==> src/rtl/vga_pkg.sv <==
// 640x480@60 timing constants and default image geometry shared by the
// timing generator and the image fetch datapath.
package vga_pkg;

    localparam int H_VIS   = 640;
    localparam int H_FP    = 16;
    localparam int H_SYNC  = 96;
    localparam int H_BP    = 48;
    localparam int H_TOTAL = H_VIS + H_FP + H_SYNC + H_BP;

    localparam int V_VIS   = 480;
    localparam int V_FP    = 10;
    localparam int V_SYNC  = 2;
    localparam int V_BP    = 33;
    localparam int V_TOTAL = V_VIS + V_FP + V_SYNC + V_BP;

    localparam int CNT_W = 10;
    typedef logic [CNT_W-1:0] cnt_t;

    localparam cnt_t H_LAST    = cnt_t'(H_TOTAL - 1);
    localparam cnt_t V_LAST    = cnt_t'(V_TOTAL - 1);
    localparam cnt_t H_VIS_END = cnt_t'(H_VIS);
    localparam cnt_t V_VIS_END = cnt_t'(V_VIS);
    localparam cnt_t HS_FIRST  = cnt_t'(H_VIS + H_FP);
    localparam cnt_t HS_END    = cnt_t'(H_VIS + H_FP + H_SYNC);
    localparam cnt_t VS_FIRST  = cnt_t'(V_VIS + V_FP);
    localparam cnt_t VS_END    = cnt_t'(V_VIS + V_FP + V_SYNC);

    localparam int          IMG_W_DEF = 400;
    localparam int          IMG_H_DEF = 400;
    localparam int          X0_DEF    = 120;
    localparam int          Y0_DEF    = 40;
    localparam logic [7:0]  BG_DEF    = 8'h00;

    localparam int IMG_AW = 18;
    typedef logic [IMG_AW-1:0] img_addr_t;

    // Half-open interval test lo <= val < hi.
    function automatic logic in_span(input cnt_t val, input cnt_t lo, input cnt_t hi);
        return (val >= lo) && (val < hi);
    endfunction

endpackage

==> src/rtl/vga_timing.sv <==
// Pixel-clock divider plus h/v raster counters; decodes visible area, sync
// windows and the start-of-frame pulse for the current counter position.
module vga_timing
    import vga_pkg::*;
#(
    parameter int CLK_DIV = 2
) (
    input  logic clk,
    input  logic rst_n,
    output logic pix_tick,
    output cnt_t h,
    output cnt_t v,
    output logic de,
    output logic hs,
    output logic vs,
    output logic frame_start
);

    localparam int DW = $clog2(CLK_DIV);
    localparam logic [DW-1:0] DIV_LAST = DW'(CLK_DIV - 1);

    logic [DW-1:0] div_cnt_q, div_cnt_d;
    cnt_t          h_q, h_d;
    cnt_t          v_q, v_d;
    logic          frame_start_q, frame_start_d;

    assign pix_tick = (div_cnt_q == DIV_LAST);

    always_comb begin
        div_cnt_d     = div_cnt_q + 1'b1;
        h_d           = h_q;
        v_d           = v_q;
        frame_start_d = 1'b0;
        if (pix_tick) begin
            div_cnt_d = '0;
            if (h_q == H_LAST) begin
                h_d = '0;
                if (v_q == V_LAST) begin
                    v_d           = '0;
                    frame_start_d = 1'b1;
                end else begin
                    v_d = v_q + 1'b1;
                end
            end else begin
                h_d = h_q + 1'b1;
            end
        end
    end

    always_ff @(posedge clk or negedge rst_n) begin
        if (!rst_n) begin
            div_cnt_q     <= '0;
            h_q           <= '0;
            v_q           <= '0;
            frame_start_q <= 1'b0;
        end else begin
            div_cnt_q     <= div_cnt_d;
            h_q           <= h_d;
            v_q           <= v_d;
            frame_start_q <= frame_start_d;
        end
    end

    assign h           = h_q;
    assign v           = v_q;
    assign de          = (h_q < H_VIS_END) && (v_q < V_VIS_END);
    assign hs          = in_span(h_q, HS_FIRST, HS_END);
    assign vs          = in_span(v_q, VS_FIRST, VS_END);
    assign frame_start = frame_start_q;

endmodule

==> src/rtl/vga_image_fetch.sv <==
// Raster-order ROM address generation for a centred image and two pixel-rate
// stages that line the returned colour up with sync and blanking.
module vga_image_fetch
    import vga_pkg::*;
#(
    parameter int         CLK_DIV = 2,
    parameter int         IMG_W   = IMG_W_DEF,
    parameter int         IMG_H   = IMG_H_DEF,
    parameter int         X0      = X0_DEF,
    parameter int         Y0      = Y0_DEF,
    parameter logic [7:0] BG      = BG_DEF
) (
    input  logic        clk,
    input  logic        rst_n,
    output logic [31:0] rom_addr,
    input  logic [23:0] red_data,
    input  logic [23:0] green_data,
    input  logic [23:0] blue_data,
    output logic [7:0]  vga_r,
    output logic [7:0]  vga_g,
    output logic [7:0]  vga_b,
    output logic        vga_hsync,
    output logic        vga_vsync,
    output logic        vga_blank_n,
    output logic        frame_start
);

    localparam cnt_t X_LO = cnt_t'(X0);
    localparam cnt_t X_HI = cnt_t'(X0 + IMG_W);
    localparam cnt_t Y_LO = cnt_t'(Y0);
    localparam cnt_t Y_HI = cnt_t'(Y0 + IMG_H);

    logic pix_tick, de, hs, vs;
    cnt_t h, v;

    vga_timing #(.CLK_DIV(CLK_DIV)) u_timing (
        .clk         (clk),
        .rst_n       (rst_n),
        .pix_tick    (pix_tick),
        .h           (h),
        .v           (v),
        .de          (de),
        .hs          (hs),
        .vs          (vs),
        .frame_start (frame_start)
    );

    logic      in_img, at_origin;
    img_addr_t addr_base;
    img_addr_t img_addr_q, img_addr_d, rom_addr_q, rom_addr_d;
    logic      a_in_img_q, a_in_img_d, a_de_q, a_de_d, a_hs_q, a_hs_d, a_vs_q, a_vs_d;
    logic [7:0] vga_r_q, vga_r_d, vga_g_q, vga_g_d, vga_b_q, vga_b_d;
    logic      vga_hsync_q, vga_hsync_d, vga_vsync_q, vga_vsync_d, vga_blank_n_q, vga_blank_n_d;
    logic      unused_rom_bits;

    assign in_img    = in_span(h, X_LO, X_HI) && in_span(v, Y_LO, Y_HI);
    assign at_origin = (h == '0) && (v == '0);
    // The (0,0) clear takes priority so a new frame never inherits a stale count.
    assign addr_base = at_origin ? '0 : img_addr_q;
    assign unused_rom_bits = ^{red_data[23:8], green_data[23:8], blue_data[23:8]};

    always_comb begin
        img_addr_d    = img_addr_q;
        rom_addr_d    = rom_addr_q;
        a_in_img_d    = a_in_img_q;
        a_de_d        = a_de_q;
        a_hs_d        = a_hs_q;
        a_vs_d        = a_vs_q;
        vga_r_d       = vga_r_q;
        vga_g_d       = vga_g_q;
        vga_b_d       = vga_b_q;
        vga_hsync_d   = vga_hsync_q;
        vga_vsync_d   = vga_vsync_q;
        vga_blank_n_d = vga_blank_n_q;
        if (pix_tick) begin
            img_addr_d = addr_base;
            if (in_img) begin
                rom_addr_d = addr_base;
                img_addr_d = addr_base + 1'b1;
            end
            a_in_img_d = in_img;
            a_de_d     = de;
            a_hs_d     = hs;
            a_vs_d     = vs;
            // ROM data for the stage-A pixel has been valid since one clk after the previous tick.
            if (a_in_img_q) begin
                vga_r_d = red_data[7:0];
                vga_g_d = green_data[7:0];
                vga_b_d = blue_data[7:0];
            end else if (a_de_q) begin
                vga_r_d = BG;
                vga_g_d = BG;
                vga_b_d = BG;
            end else begin
                vga_r_d = '0;
                vga_g_d = '0;
                vga_b_d = '0;
            end
            vga_hsync_d   = ~a_hs_q;
            vga_vsync_d   = ~a_vs_q;
            vga_blank_n_d = a_de_q;
        end
    end

    always_ff @(posedge clk or negedge rst_n) begin
        if (!rst_n) begin
            img_addr_q    <= '0;
            rom_addr_q    <= '0;
            a_in_img_q    <= 1'b0;
            a_de_q        <= 1'b0;
            a_hs_q        <= 1'b0;
            a_vs_q        <= 1'b0;
            vga_r_q       <= '0;
            vga_g_q       <= '0;
            vga_b_q       <= '0;
            vga_hsync_q   <= 1'b1;
            vga_vsync_q   <= 1'b1;
            vga_blank_n_q <= 1'b0;
        end else begin
            img_addr_q    <= img_addr_d;
            rom_addr_q    <= rom_addr_d;
            a_in_img_q    <= a_in_img_d;
            a_de_q        <= a_de_d;
            a_hs_q        <= a_hs_d;
            a_vs_q        <= a_vs_d;
            vga_r_q       <= vga_r_d;
            vga_g_q       <= vga_g_d;
            vga_b_q       <= vga_b_d;
            vga_hsync_q   <= vga_hsync_d;
            vga_vsync_q   <= vga_vsync_d;
            vga_blank_n_q <= vga_blank_n_d;
        end
    end

    assign rom_addr    = {{(32-IMG_AW){1'b0}}, rom_addr_q};
    assign vga_r       = vga_r_q;
    assign vga_g       = vga_g_q;
    assign vga_b       = vga_b_q;
    assign vga_hsync   = vga_hsync_q;
    assign vga_vsync   = vga_vsync_q;
    assign vga_blank_n = vga_blank_n_q;

endmodule

==> config.mk <==
export PLATFORM = sky130hd
export DESIGN_NAME = vga_image_fetch
export DESIGN_NICKNAME = d
export VERILOG_FILES = /design/src/rtl/vga_pkg.sv /design/src/rtl/vga_timing.sv /design/src/rtl/vga_image_fetch.sv
export SDC_FILE = /design/constraint.sdc
export NUM_CORES = 1
export LEC_CHECK = 0
export CAP_MARGIN = 20
export CORE_MARGIN = 3
export CORE_UTILIZATION = 42
export DETAILED_ROUTE_END_ITERATION = 7
export MAX_ROUTING_LAYER = met4
export PLACE_DENSITY = 0.76
export SKIP_LAST_GASP = 1
export SLEW_MARGIN = 20
export SYNTH_ARGS = -nofsm -noshare
export SYNTH_HDL_FRONTEND = slang
export SYNTH_SLANG_ARGS = --single-unit
==> constraint.sdc <==
create_clock -name clk -period 2.7 [get_ports clk]
set_input_delay 0.54 -clock clk [delete_from_list [all_inputs] [get_ports clk]]
set_output_delay 0.54 -clock clk [all_outputs]
set_load 0.005 [all_outputs]
==> report_table.html <==
<table>
<tr><th>Metric</th><th>Value</th></tr>
<tr><th colspan="2">Outcome</th></tr>
<tr><td>Run status</td><td>completed</td></tr>
<tr><th colspan="2">Die</th></tr>
<tr><td>Starting density of the core</td><td>0.4349</td></tr>
<tr><td>Total die area</td><td>0.01146 mm^2</td></tr>
<tr><td>X dimension of the die</td><td>107.1 um</td></tr>
<tr><td>Number of rows created at floorplan</td><td>36</td></tr>
<tr><td>Total I/O pin count</td><td>134</td></tr>
<tr><td>Core Box Area</td><td>0.009864 mm^2</td></tr>
<tr><td>Die boundary height</td><td>107.1 um</td></tr>
<tr><th colspan="2">Yosys</th></tr>
<tr><td>Synthesized area</td><td>0.004290 mm^2</td></tr>
<tr><td>Proportion of netlist area held by the largest area contributor</td><td>0.5074</td></tr>
<tr><td>Post-synthesis average cell area</td><td>9.534 um^2</td></tr>
<tr><td>Count of flip-flops with a built-in enable after synthesis</td><td>0</td></tr>
<tr><td>Count of state elements after synthesis</td><td>89</td></tr>
<tr><td>Largest cells by area after synthesis</td><td>dfrtp_1 (51%), nand3_1 (6.3%), o21ai_0 (6.3%), inv_1 (4.1%), nand2_1 (3.7%)</td></tr>
<tr><td>Cell type contributing the most total cell area after synthesis</td><td>dfrtp_1</td></tr>
<tr><td>Warning count from the yosys run</td><td>0</td></tr>
<tr><td>Most used DFF post-synth</td><td>dfrtp_1</td></tr>
<tr><td>Yosys cell types</td><td>53</td></tr>
<tr><td>Part of the Yosys area used for sequential elements</td><td>0.5197</td></tr>
<tr><td>Share of flip-flops with an asynchronous set or reset</td><td>1.000</td></tr>
<tr><td>Synthesized instance count</td><td>450</td></tr>
<tr><th colspan="2">Routing</th></tr>
<tr><td>Count of vias placed by the detailed router</td><td>3332</td></tr>
<tr><td>Number of violations reported at the end of detailed-routing iteration 0</td><td>234</td></tr>
<tr><td>Final wirelength</td><td>9026 um</td></tr>
<tr><td>Wirelength per Cell</td><td>13.63 um</td></tr>
<tr><td>Antenna Violating Nets Remaining</td><td>0</td></tr>
<tr><td>DRC viols</td><td>0</td></tr>
<tr><td>Detailed-router iteration count before antenna repair</td><td>4</td></tr>
<tr><td>Post-DR vias/cell</td><td>5.033</td></tr>
<tr><th colspan="2">STA</th></tr>
<tr><td>Tightest Pin Transition</td><td>0.7833 ns</td></tr>
<tr><td>Clock period minus worst slack</td><td>2.532 ns</td></tr>
<tr><td>RSZ-0062 raised after global routing</td><td>true</td></tr>
<tr><td>Final Hold Fails</td><td>0</td></tr>
<tr><td>Hold Slack</td><td>0.1879 ns</td></tr>
<tr><td>Final critical-path setup slack</td><td>0.1677 ns</td></tr>
<tr><td>Number of max-slew violations in the final report</td><td>0</td></tr>
<tr><td>Number of setup violations in the final report</td><td>0</td></tr>
<tr><td>Worst slew margin relative to its limit</td><td>0.4778</td></tr>
<tr><td>Fin Clk Skew</td><td>0.01574 ns</td></tr>
<tr><td>Final Cycle Share</td><td>0.9379</td></tr>
<tr><td>Max Clock Freq</td><td>394.9 MHz</td></tr>
<tr><th colspan="2">Setup path</th></tr>
<tr><td>Depth of the most critical reg-to-reg path</td><td>12</td></tr>
<tr><td>Endpoint of the most critical setup path</td><td>img_addr_q[8]</td></tr>
<tr><td>Reg-to-reg endpoint</td><td>img_addr_q[8]</td></tr>
<tr><td>Data required time at the worst endpoint</td><td>2.94 ns</td></tr>
<tr><td>Launching element type of the critical path</td><td>flop</td></tr>
<tr><td>Data arrival time at the worst-slack endpoint</td><td>2.77 ns</td></tr>
<tr><td>Sort of element at the end of the critical path</td><td>flop</td></tr>
<tr><td>Critical Path Most Common Cell</td><td>ha_1</td></tr>
<tr><td>Critical path type</td><td>reg2reg</td></tr>
<tr><td>Worst r2r src</td><td>u_timing.h[0]</td></tr>
<tr><td>Critical path's slowest cell</td><td>or4b_1</td></tr>
<tr><td>Biggest fanout along the worst timing path</td><td>4</td></tr>
<tr><td>Critical path launch point</td><td>u_timing.h[0]</td></tr>
<tr><td>Reg-to-reg slack, setup</td><td>0.17 ns</td></tr>
<tr><td>Delay contributed by the slowest stage of the critical path</td><td>0.49 ns</td></tr>
<tr><td>CP Cell Sequence</td><td>inv_1 -&gt; ha_1 -&gt; or4b_1 -&gt; nor4_4 -&gt; nand2_1 -&gt; and2_1 -&gt; ha_1 -&gt; nand3_2 -&gt; nor3_1 -&gt; nand4_1 -&gt; mux2i_1 -&gt; o21ai_0</td></tr>
<tr><th colspan="2">Finish</th></tr>
<tr><td>Total Nets Final</td><td>603</td></tr>
<tr><td>Leading cell types in the layout, fill and taps excluded</td><td>dfrtp_1 (87), clkdlybuf4s50_1 (70), o21ai_0 (54)</td></tr>
<tr><td>Fraction of layout cells with a size suffix above 1</td><td>0.1059</td></tr>
<tr><td>Synthesis-to-finish area growth</td><td>24.06%</td></tr>
<tr><td>Commonest non-fill, non-tap cell in the layout</td><td>dfrtp_1</td></tr>
<tr><td>N_diodes</td><td>0</td></tr>
<tr><th colspan="2">Clock network</th></tr>
<tr><td>Cell at the root of the clock tree</td><td>clkbuf_8</td></tr>
<tr><td>CTS buffer count</td><td>9</td></tr>
<tr><td>Clk sink count</td><td>89</td></tr>
<tr><td>Clock network latency to the later pin of the worst-skew pair</td><td>0.36 ns</td></tr>
<tr><td>Max Root-Sink Buffers</td><td>2</td></tr>
<tr><td>Clock-pin slew on the worst setup and hold paths</td><td>0.09 ns</td></tr>
<tr><td>Count of instances resized after the clock tree is built</td><td>0</td></tr>
<tr><td>CTS H-tree depth</td><td>3</td></tr>
<tr><td>Hold-fix buffers, CTS</td><td>0</td></tr>
<tr><td>Number of buffers inserted to repair setup after CTS</td><td>0</td></tr>
<tr><td>CTS tree</td><td>yes</td></tr>
<tr><th colspan="2">Global routing</th></tr>
<tr><td>Total congestion overflow after global routing</td><td>0</td></tr>
<tr><td>Via count of the first global-routing pass</td><td>3264</td></tr>
<tr><td>Largest net degree at the start of global routing</td><td>59</td></tr>
<tr><td>Global-route wire length before repair</td><td>15470 um</td></tr>
<tr><td>Overall global routing resource usage</td><td>0.1727</td></tr>
<tr><td>Antenna violations before repair</td><td>0</td></tr>
<tr><th colspan="2">Power and ir drop</th></tr>
<tr><td>VDD IR-drop max</td><td>0.0001952 V</td></tr>
<tr><td>Pwr per Cell Area</td><td>430.3 mW/mm^2</td></tr>
<tr><td>Static leakage power</td><td>2.261 nW</td></tr>
<tr><td>Total design power</td><td>0.002291 W</td></tr>
<tr><th colspan="2">Placement</th></tr>
<tr><td>Setup slack at placement</td><td>0.03963 ns</td></tr>
<tr><td>Quantity of I/O buffers inserted on ports</td><td>71</td></tr>
<tr><td>Detailed placement HPWL</td><td>6386 um</td></tr>
<tr><td>Final GP Congestion</td><td>0.8421</td></tr>
<tr><th colspan="2">Run</th></tr>
<tr><td>Number of max-cap violations</td><td>0</td></tr>
<tr><th colspan="2">Hold path</th></tr>
<tr><td>Worst hold-check path type</td><td>in2async</td></tr>
</table>
## sequential cells by signal, indices dropped and copies added, names as in the netlist, 8 cells and up
signal and count:
vga_r 8, u_timing.v 10, img_addr_q 18, rom_addr_q 18, vga_g 8, vga_b 8
u_timing.h 10
## how the worst min path moves through the flow
stage | cells past startpoint | end | startpoint
2_1_floorplan | 0 | a_de_q | rst_n
3_3_place_gp | 1 | vga_hsync | a_hs_q
3_5_place_dp | 1 | vga_hsync | a_hs_q
4_1_cts | 1 | rom_addr_q[6] | rst_n
5_1_grt | 1 | img_addr_q[10] | rst_n
6_report | 1 | rom_addr_q[0] | rst_n
## cell usage after synthesis (all sizes together) (3+ instances only)
| cell type | n |
|---|---|
| nand3 | 55 |
| nor3 | 8 |
| o21ai | 54 |
| xnor2 | 10 |
| inv | 47 |
| a21oi | 5 |
| dfrtp | 87 |
| ha | 5 |
| buf | 25 |
| mux2 | 6 |
| and2 | 6 |
| clkbuf | 14 |
| nand2 | 43 |
| nand4 | 11 |
| nor2 | 16 |
| mux2i | 10 |
| o211ai | 3 |
| xor2 | 6 |
| nor4 | 3 |
| or3 | 3 |
| o31ai | 4 |
| and3 | 6 |
## kinds of logic after synthesis
family | share of synthesized area
compound gates | 0.1027
xor+xnor | 0.03266
fa+ha+maj | 0.01458
buf+inv | 0.09449
flops | 0.5197
mux | 0.03908
other cells | 0.0008741
simple gates | 0.1960
## critical path: cells and delay by family (launching register included)
| kind | cells | cell delay (ns) |
|---|---|---|
| AOI/OAI and AO/OA | 1 | 0.09 |
| adders and majority gates | 2 | 0.39 |
| buffers and inverters | 1 | 0.08 |
| DFF | 1 | 0.43 |
| muxes | 1 | 0.18 |
| and+or+nand+nor | 7 | 1.24 |
## layout make-up
type | instances | area [um^2]
repair buffers | 89 | 843.3
clock buffers | 9 | 123.9
multi-input cells | 288 | 1714
flip-flops and latches | 89 | 2230
well taps | 133 | 166.4
inverters | 47 | 176.4
fillers | 853 | 4542
clock inverters | 7 | 68.82
## stage by stage
stage / area, um^2 / cells / setup TNS (ns) / utilization
2_1_floorplan: 4339 / 463 / 0 / -
3_3_place_gp: 5120 / 646 / 0 / 0.5190
3_5_place_dp: 5120 / 646 / 0 / 0.5190
4_1_cts: 5313 / 662 / 0 / 0.5386
5_1_grt: 5323 / 662 / -0.03350 / 0.5396
6_report: 5323 / 662 / 0 / 0.5396
## per-layer routing
metal / GRT usage / routed length, um / up-vias
met5: - / 0 / -
met4: 0.06667 / 133 / 0
met3: 0.03371 / 472 / 11
met2: 0.2699 / 4309 / 88
met1: 0.2234 / 4112 / 1584
li1: - / - / 1649
## where the power goes
part | switching (W) | total, W | internal (W)
sequential | 0 | 0.00133 | 0.00133
combinational | 0.0000353 | 0.0000683 | 0.0000330
clock | 0.000465 | 0.000891 | 0.000425
total | 0.000500 | 0.00229 | 0.00179
No activity file was read; power rests on OpenSTA's default activity.
==> variant (config.mk and constraints unchanged) <==
Put a register stage on the output `rom_addr`, cleared by the reset. The value now appears one clock later. The other outputs are not delayed to match.
--- a/src/rtl/vga_image_fetch.sv
+++ b/src/rtl/vga_image_fetch.sv
@@ -132,7 +132,13 @@
         end
     end
 
-    assign rom_addr    = {{(32-IMG_AW){1'b0}}, rom_addr_q};
+    always_ff @(posedge clk or negedge rst_n) begin
+        if (!rst_n) begin
+            rom_addr <= '0;
+        end else begin
+            rom_addr <= {{(32-IMG_AW){1'b0}}, rom_addr_q};
+        end
+    end
     assign vga_r       = vga_r_q;
     assign vga_g       = vga_g_q;
     assign vga_b       = vga_b_q;
Behaviour: same outputs for any inputs over 10 cycles, from zero or initial values and one cycle with rst_n low; that may be too few to reach the edited logic, so the function may still have changed.
==> variant against the unedited design <==
Fmax is 1.7% lower. Design area is 6.2% higher. Clock power is 14% higher. Synthesized area is 8.3% higher. Total power is 17% higher. Combinational power is 7.6% higher. Worst setup slack worse by 0.044 ns. Sequential share of layout area is 5.5 points higher. Sequential cell count is 18 higher. Routed wire length is 3.3% higher. Die area is 7.8% higher. Cell count is 1.5% higher. Sequential power is 20% higher.
==> variant: results (changes against the unedited design) <==
metric,value,unit,change
path_clk_slew,0.11,ns,+0.02 ns
drive_gt1_share,7.28,%,-3.3 points
leakage,2.43,nW,+7.6%
synth_cell_types,47,,-11%
slowest_stage,dfrtp_1,,
clock_skew,0.0102,ns,-0.00551 ns
synth-seq-area-share,57.7,%,+5.7 points
grt_pass1_wl,16.2,mm,+4.6%
grt_use_met3,3.38,%,+0.013 points
synth_mux_area_share,1.64,%,-2.3 points
dpl.hpwl,6.71,mm,+5.1%
netlist_top_cells_count,"dfrtp_1 (105), nand2_1 (63), o21ai_0 (52)",,
slew_headroom,46.7,%,-1.1 points
vias_per_cell,5.09,,+1.2%
peakVddDrop,0.314,mV,+61%
grt_usage,16.2,%,-1.0 points
first_iter_violations,151,,-35%
place_congestion,0.867,,+3.0%
outcome,"finished, final reports clean",,
synthTopCellsByArea,"dfrtp_1 (57%), o21ai_0 (5.6%), nand2_1 (5.1%)",,
synth_compound_area_share,8.83,%,-1.4 points
preCtsSetupSlack,0.146,ns,+0.107 ns
synth_xor_area_share,3.77,%,+0.50 points
critPathMaxFanout,6,,+2
final_nets,610,,+1.2%
synth_fa_ha_area_share,1.35,%,-0.11 points
fill_cells,955,,+12%
grt_max_degree,75,,+27%
wl,9.33,mm,+3.3%
slowest_delay,0.46,ns,-0.03 ns
core_area,10600,µm²,+7.0%
[variant: per-stage QoR]
| stage | util [%] | cells | hold slack (ns) | area (µm²) |
|---|---|---|---|---|
| after floorplan | - | 476 | 0.244 | 4690 |
| after global placement | 51.6 | 656 | 0.359 | 5450 |
| after detailed placement | 51.6 | 656 | 0.364 | 5450 |
| after CTS | 53.5 | 672 | 0.107 | 5650 |
| after global routing | 53.5 | 672 | 0.111 | 5650 |
| final | 53.5 | 672 | 0.102 | 5650 |
[variant: cells by family after synthesis]
group / after synthesis
other: 1
flip-flops: 107
adder cells (fa/ha/maj): 5
buffers and inverters: 74
AO/OA/AOI/OAI: 71
multiplexers: 7
AND/OR/NAND/NOR: 178
XOR/XNOR: 20
[variant: final timing paths]
path	start	end	slack (ns)	depth (start not counted)
max	u_timing.h[6]	img_addr_q[8]	0.12	8
min	rst_n	rom_addr[4]	0.10	1
max reg2reg	u_timing.h[6]	img_addr_q[8]	0.12	8
min reg2reg	rom_addr_q[17]	rom_addr[17]	0.38	0
max in group asynchronous	rst_n	vga_r[7]	1.85	2
min in group clk	rom_addr_q[17]	rom_addr[17]	0.38	0
[variant: final cells by class]
cell class                 instances  area [µm²]  area share (%)
sequential                       107        2680            47.4
multi-input combinational        295        1660            29.4
timing repair buffer              81         796            14.1
tap                              136         170            3.01
inverter                          37         139            2.46
clock buffer                      10         128            2.26
clock inverter                     6        78.8            1.39
[variant: where the power goes]
group	internal [mW]	switching, mW	leakage (nW)
clock network	0.449	0.567	0.105
logic	0.0341	0.0394	0.864
registers	1.60	0	1.46
total	2.08	0.606	2.43
[variant: routing by layer]
layer	wire length [µm]	share of wire (%)
met2	4610	49
met3	312	3.3
met1	4260	46
met5	0	0
met4	144	1.5
[variant: critical path, delay by kind of cell (launching register included)]
family	cells	cell delay [ns]
adder cells (fa/ha/maj)	1	0.21
flip-flops	1	0.46
AO/OA/AOI/OAI	2	0.24
AND/OR/NAND/NOR	5	1.59
